$ cat src/rtl/id_scoreboard_if.sv
// Bundle between the decode stage and the register-hazard scoreboard:
// issue/read/retire requests in, stall and bypass decisions out.
interface id_scoreboard_if #(
    parameter int XLEN = 32,
    parameter int AW   = 5,
    parameter int NRD  = 2
) ();
    localparam int NREGS = 1 << AW;

    logic              rdy;
    logic              issue_valid_i;
    logic              issue_wreg_i;
    logic [AW-1:0]     issue_rd_i;
    logic              issue_is_load_i;
    logic [NRD-1:0]    rs_read_i;
    logic [NRD*AW-1:0] rs_addr_i;
    logic              wb_valid_i;
    logic [AW-1:0]     wb_rd_i;
    logic              stall_o;
    logic [NRD-1:0]    fwd_hit_o;
    logic [NREGS-1:0]  busy_o;
    logic [XLEN-1:0]   stall_cnt_o;
    logic              err_o;

    modport master (
        output rdy, issue_valid_i, issue_wreg_i, issue_rd_i, issue_is_load_i,
               rs_read_i, rs_addr_i, wb_valid_i, wb_rd_i,
        input  stall_o, fwd_hit_o, busy_o, stall_cnt_o, err_o
    );

    modport slave (
        input  rdy, issue_valid_i, issue_wreg_i, issue_rd_i, issue_is_load_i,
               rs_read_i, rs_addr_i, wb_valid_i, wb_rd_i,
        output stall_o, fwd_hit_o, busy_o, stall_cnt_o, err_o
    );
endinterface

$ cat src/rtl/id_scoreboard.sv
// Decode-stage register hazard scoreboard: counts outstanding writes per
// register and the cycles until the newest one can be bypassed.
module id_scoreboard #(
    parameter int XLEN    = 32,
    parameter int AW      = 5,
    parameter int NRD     = 2,
    parameter int ALU_LAT = 0,
    parameter int LD_LAT  = 2,
    parameter int CW      = 2,
    parameter int IW      = 2
) (
    input  logic           clk,
    input  logic           rst,
    id_scoreboard_if.slave sb
);
    localparam int            NREGS   = 1 << AW;
    localparam logic [IW-1:0] INF_MAX = {IW{1'b1}};
    localparam logic [CW-1:0] LD_CNT  = CW'(LD_LAT);
    localparam logic [CW-1:0] ALU_CNT = CW'(ALU_LAT);

    logic [NREGS*IW-1:0] inflight_flat;
    logic [NREGS*CW-1:0] cnt_flat;
    logic [NREGS-1:0]    busy;
    logic [NRD-1:0]      raw_hazard;
    logic [NRD-1:0]      fwd_hit;
    logic                overflow;
    logic                stall;
    logic                accept;
    logic                retire_err;
    logic [XLEN-1:0]     stall_cnt_reg;
    logic                err_reg;

    // x0 carries no state, so its slots are tied off
    assign inflight_flat[IW-1:0] = '0;
    assign cnt_flat[CW-1:0]      = '0;
    assign busy[0]               = 1'b0;

    generate
        for (genvar gi = 1; gi < NREGS; gi++) begin : g_reg
            logic [IW-1:0] inflight_reg;
            logic [CW-1:0] cnt_reg;
            logic          acc_hit;
            logic          ret_hit;

            assign acc_hit = accept && (sb.issue_rd_i == AW'(gi));
            // a retire with nothing outstanding is dropped (flagged via err)
            assign ret_hit = sb.wb_valid_i && (sb.wb_rd_i == AW'(gi)) && (inflight_reg != '0);

            always_ff @(posedge clk or negedge rst) begin
                if (!rst) begin
                    inflight_reg <= '0;
                    cnt_reg      <= '0;
                end else if (sb.rdy) begin
                    if (acc_hit)
                        cnt_reg <= sb.issue_is_load_i ? LD_CNT : ALU_CNT;
                    else if (cnt_reg != '0)
                        cnt_reg <= cnt_reg - 1'b1;

                    if (acc_hit && !ret_hit)
                        inflight_reg <= inflight_reg + 1'b1;
                    else if (!acc_hit && ret_hit)
                        inflight_reg <= inflight_reg - 1'b1;
                end
            end

            assign inflight_flat[gi*IW +: IW] = inflight_reg;
            assign cnt_flat[gi*CW +: CW]      = cnt_reg;
            assign busy[gi]                   = (inflight_reg != '0);
        end
    endgenerate

    always_comb begin
        logic [AW-1:0] a;
        a          = '0;
        raw_hazard = '0;
        fwd_hit    = '0;
        for (int k = 0; k < NRD; k++) begin
            a = sb.rs_addr_i[k*AW +: AW];
            if (sb.rs_read_i[k] && (a != '0) && busy[a]) begin
                if (cnt_flat[int'(a)*CW +: CW] != '0)
                    raw_hazard[k] = 1'b1;
                else
                    fwd_hit[k] = 1'b1;
            end
        end

        overflow = sb.issue_wreg_i && (sb.issue_rd_i != '0) &&
                   (inflight_flat[int'(sb.issue_rd_i)*IW +: IW] == INF_MAX);
        stall    = sb.issue_valid_i && sb.rdy && ((|raw_hazard) || overflow);
        accept   = sb.issue_valid_i && sb.rdy && !stall &&
                   sb.issue_wreg_i && (sb.issue_rd_i != '0);
        retire_err = sb.rdy && sb.wb_valid_i && (sb.wb_rd_i != '0) &&
                     (inflight_flat[int'(sb.wb_rd_i)*IW +: IW] == '0);
    end

    always_ff @(posedge clk or negedge rst) begin
        if (!rst) begin
            stall_cnt_reg <= '0;
            err_reg       <= 1'b0;
        end else begin
            if (stall && (stall_cnt_reg != {XLEN{1'b1}}))
                stall_cnt_reg <= stall_cnt_reg + 1'b1;
            if (retire_err)
                err_reg <= 1'b1;
        end
    end

    assign sb.stall_o     = stall;
    assign sb.fwd_hit_o   = fwd_hit;
    assign sb.busy_o      = busy;
    assign sb.stall_cnt_o = stall_cnt_reg;
    assign sb.err_o       = err_reg;
endmodule

$ cat src/flat_wrapper.sv
// flat-port wrapper written by rule: the top's interface ports become plain ports
module id_scoreboard_flat 
#(
    parameter int XLEN    = 32,
    parameter int AW      = 5,
    parameter int NRD     = 2,
    parameter int ALU_LAT = 0,
    parameter int LD_LAT  = 2,
    parameter int CW      = 2,
    parameter int IW      = 2
)
  (clk, rst, sb_rdy, sb_issue_valid_i, sb_issue_wreg_i, sb_issue_rd_i, sb_issue_is_load_i, sb_rs_read_i, sb_rs_addr_i, sb_wb_valid_i, sb_wb_rd_i, sb_stall_o, sb_fwd_hit_o, sb_busy_o, sb_stall_cnt_o, sb_err_o);
  id_scoreboard_if #(.XLEN(XLEN), .AW(AW), .NRD(NRD)) sb_i ();
  input  logic clk;
  input  logic rst;
  input wire logic [$bits(sb_i.rdy)-1:0] sb_rdy;
  input wire logic [$bits(sb_i.issue_valid_i)-1:0] sb_issue_valid_i;
  input wire logic [$bits(sb_i.issue_wreg_i)-1:0] sb_issue_wreg_i;
  input wire logic [$bits(sb_i.issue_rd_i)-1:0] sb_issue_rd_i;
  input wire logic [$bits(sb_i.issue_is_load_i)-1:0] sb_issue_is_load_i;
  input wire logic [$bits(sb_i.rs_read_i)-1:0] sb_rs_read_i;
  input wire logic [$bits(sb_i.rs_addr_i)-1:0] sb_rs_addr_i;
  input wire logic [$bits(sb_i.wb_valid_i)-1:0] sb_wb_valid_i;
  input wire logic [$bits(sb_i.wb_rd_i)-1:0] sb_wb_rd_i;
  output wire logic [$bits(sb_i.stall_o)-1:0] sb_stall_o;
  output wire logic [$bits(sb_i.fwd_hit_o)-1:0] sb_fwd_hit_o;
  output wire logic [$bits(sb_i.busy_o)-1:0] sb_busy_o;
  output wire logic [$bits(sb_i.stall_cnt_o)-1:0] sb_stall_cnt_o;
  output wire logic [$bits(sb_i.err_o)-1:0] sb_err_o;
  assign sb_i.rdy = sb_rdy;
  assign sb_i.issue_valid_i = sb_issue_valid_i;
  assign sb_i.issue_wreg_i = sb_issue_wreg_i;
  assign sb_i.issue_rd_i = sb_issue_rd_i;
  assign sb_i.issue_is_load_i = sb_issue_is_load_i;
  assign sb_i.rs_read_i = sb_rs_read_i;
  assign sb_i.rs_addr_i = sb_rs_addr_i;
  assign sb_i.wb_valid_i = sb_wb_valid_i;
  assign sb_i.wb_rd_i = sb_wb_rd_i;
  assign sb_stall_o = sb_i.stall_o;
  assign sb_fwd_hit_o = sb_i.fwd_hit_o;
  assign sb_busy_o = sb_i.busy_o;
  assign sb_stall_cnt_o = sb_i.stall_cnt_o;
  assign sb_err_o = sb_i.err_o;
  id_scoreboard #(.XLEN(XLEN), .AW(AW), .NRD(NRD), .ALU_LAT(ALU_LAT), .LD_LAT(LD_LAT), .CW(CW), .IW(IW)) u_core (.clk(clk), .rst(rst), .sb(sb_i));
endmodule
$ cat config.mk
export PLATFORM = sky130hd
export DESIGN_NAME = id_scoreboard_flat
export DESIGN_NICKNAME = d
export VERILOG_FILES = /design/src/rtl/id_scoreboard_if.sv /design/src/rtl/id_scoreboard.sv /design/src/flat_wrapper.sv
export SDC_FILE = /design/constraint.sdc
export NUM_CORES = 1
export LEC_CHECK = 0
export ABC_CLOCK_PERIOD_IN_PS = 6200
export BUFFER_PORTS_ARGS = -buffer_cell sky130_fd_sc_hd__buf_4
export CAP_MARGIN = 30
export CORE_MARGIN = 2
export CORE_UTILIZATION = 65
export CTS_CLUSTER_DIAMETER = 30
export DETAILED_ROUTE_END_ITERATION = 7
export PLACE_DENSITY = 0.88
export SYNTH_ARGS = -nofsm -noshare
export SYNTH_HDL_FRONTEND = slang
export SYNTH_SLANG_ARGS = --single-unit
$ cat constraint.sdc
create_clock -name clk -period 6.2 [get_ports clk]
set_input_delay 0.31 -clock clk [delete_from_list [all_inputs] [get_ports clk]]
set_output_delay 0.31 -clock clk [all_outputs]
set_load 0.01 [all_outputs]
==> results by group <==
Critical path
  – WS Path Type: flip-flop to flip-flop
  – CP Capture Type: flip-flop
  – Critical Path Fanout Max: between 60 and 70
  – Kind of start point of the critical path: flip-flop
  – Required time worst endpoint: roughly 6.6 ns
  – Worst Path Arrival: approximately 4.5 ns

Floorplanning
  – # rows: 49
  – Starting density of the core: 0.662
  – Core footprint: 0.0180 mm²
  – I/O pin cnt: 97
  – Die footprint: 0.0194 mm²
  – Die Y: 139 µm
  – DIE WIDTH: 139 µm

Placement
  – Placer Congestion: 0.975
  – Post-DP HPWL: ~25000 µm
  – Placed cell count: roughly 1600
  – Area after DPL: about 0.013 mm²
  – Port buffer count: 95

Final layout
  – Final cell count without fillers: 1663
  – Multi-input logic area: around 0.0073 mm²
  – Most common cell after layout, fill and taps aside: dfrtp_1
  – # fillers: roughly 1200
  – Share of cells above drive strength 1: 0.135
  – Register area: between 0.003 and 0.004 mm²
  – Final Instance Area: around 0.013 mm²
  – Most frequent cells in the layout: 157 x dfrtp_1, 117 x nand2_1, 116 x nor2_1
  – # diodes: 0
  – Layout area overhead: 12.1%
  – Fin util: 0.742
  – Final #Nets: roughly 1500

Worst hold path
  – Hold/Removal Path Class: primary input to flip-flop

Global route
  – Gr ovfl total: 0
  – GR Util met2: 0.554
  – Antenna violations before repair: 0
  – Number of global-route vias before repair: around 11000
  – Pin count of the biggest net entering global routing: 86
  – First-pass GRT wire length: 56600 µm
  – Total track usage: 0.368
  – Global routing's busiest layer: met2
  – GRT met3 Usage: 0.114
  – Met1 GRT Util: 0.474

Drt
  – Vias: ~11000
  – Vias per Instance: 6.75
  – Remaining DRCs: 5
  – Final wirelength: roughly 35000 µm
  – Wirelength per Cell: between 20 and 25 µm
  – ANT nets after route: 0
  – DRT iter0 DRCs: roughly 1600
  – DRT Pass-1 Iters: 8

Yosys
  – Top area cells in the synthesized netlist: dfrtp_1 33%, xor2_1 6.7%, ha_1 6.6%
  – Synth Flop Type: dfrtp_1
  – Synth top area share: 0.330
  – Post-synth EDFFs: 0
  – Synthesized Nets: approximately 1500
  – Synthesized area per cell: between 8 and 9 µm²
  – FF+latch count, synth: 157
  – Post-Synthesis Cell Area: 0.0119 mm²
  – Cell variety after synth: 69
  – Sequential-to-total area share from yosys stat: 0.330
  – Synth Warn #: 0
  – Synthesized instance count: between 1000 and 1500
  – Cell taking the most area after synthesis: dfrtp_1
  – Async SR Flop Fraction: 1.00

STA
  – Minimum clock period: slightly above 4 ns
  – Slew HR: 0.382
  – FMAX: 242 MHz
  – Final setup violation count: 0
  – Slew Limit Fails: 0
  – Setup tns final: 0 ns
  – Hold Fails Final Rpt: 0
  – Worst-margin pin slew: 0.919 ns
  – RSZ-0062 raised after global routing: false
  – Final period utilization: 0.667
  – Fin Clk Skew: between 0.01 and 0.015 ns

Outcome
  – Outcome: finished with violations
  – Failing checks: DRC

Clocking
  – Clock Pin Slew Worst Setup and Hold Paths: 0.07 ns
  – CTS tree: yes
  – Clock Path Buffers: 2
  – Post_cts resized: 0
  – Root buf cell: clkbuf_16
  – Clk Latency, worst-skew pair: roughly 0.45 ns
  – Htree depth: 4
  – Total clock sinks: ~160
  – CTS buffer count: 17

Run
  – Max-capacitance violation count: 0

Pwr
  – Peak supply drop: 0.245 mV
  – Pwr/cell area: around 350 mW/mm²
  – Leakage: about 6.7 nW
[through the flow]
stage	hold WS, ns	power [W]	setup WS [ns]
finish	0.147	0.00464	2.06
detailed placement	0.428	0.00353	2.15
global route	0.150	0.00493	1.86
CTS	0.138	0.00459	2.14
global placement	0.421	0.00342	2.24
floorplan	0.0144	0.00297	2.73
[cell usage after synthesis, types with 35 or more instances]
library cell	instances
nor2_1	116
inv_1	97
xor2_1	91
or3_1	56
nand3_1	80
and2_1	35
clkbuf_1	51
a21oi_1	36
ha_1	63
nor3_1	49
nand2b_1	41
nand2_1	117
dfrtp_1	157
o21ai_0	39
[worst paths after layout]
| path | cells past startpoint | to | start | slack, ns |
|---|---|---|---|---|
| max | 13 | u_core.g_reg[4].inflight_reg[1] | u_core.g_reg[8].inflight_reg[0] | 2.06 |
| min | 2 | u_core.sb.err_o | sb_wb_valid_i | 0.15 |
| max reg2reg | 13 | u_core.g_reg[4].inflight_reg[1] | u_core.g_reg[8].inflight_reg[0] | 2.06 |
| min reg2reg | 1 | u_core.g_reg[15].inflight_reg[1] | u_core.g_reg[15].inflight_reg[1] | 0.48 |
| max in group asynchronous | 4 | u_core.g_reg[17].cnt_reg[0] | rst | 4.65 |
| min in group asynchronous | 2 | u_core.g_reg[11].inflight_reg[0] | rst | 0.49 |
[kinds of logic after synthesis]
| family | count (synthesis) | share of synthesized area |
|---|---|---|
| AND/OR/NAND/NOR | 595 | 0.254 |
| AO/OA/AOI/OAI | 215 | 0.136 |
| buffers and inverters | 174 | 0.0570 |
| flip-flops | 157 | 0.330 |
| XOR/XNOR | 124 | 0.0913 |
| adder cells (fa/ha/maj) | 63 | 0.0663 |
| multiplexers | 37 | 0.0650 |
| other | 1 | 0.000315 |
[layer usage]
layer  up-vias  wire [µm]
li1       4956          -
met1      5265      13500
met2       784      15800
met3       218       4050
met4         0       2100
met5         -          0
[final cells by class]
cell class	instances	area share
Multi-Input combinational cell	1035	0.548
Sequential cell	157	0.295
Timing Repair Buffer	109	0.0643
Clock buffer	17	0.0319
Inverter	101	0.0284
Tap cell	229	0.0215
Clock inverter	15	0.0112
[timing repair]
item                      4_1_cts  5_1_grt
hold buffers                    1        0
setup buffers                   0        0
hold endpoints to repair       84        0
[power by group]
group | internal (W) | total, W | switching (W) | leakage (nW)
logic | 0.000904 | 0.00194 | 0.00104 | 4.37
registers | 0.00131 | 0.00164 | 0.000329 | 2.03
clock network | 0.000536 | 0.00105 | 0.000515 | 0.278
[worst max-delay path, cell delays in order (launching register included)]
cell and delay [ns]:
dfrtp_1 0.43, nor2_1 0.22, inv_1 0.16, mux4_2 0.48, mux2_2 0.31, o311ai_2 0.29
a211oi_2 0.18, a21oi_4 0.37, buf_4 0.56, and2_1 0.22, ha_1 0.23, nand2b_1 0.18
nor2_1 0.19, xor2_1 0.20
No activity file was read; power rests on OpenSTA's default activity.
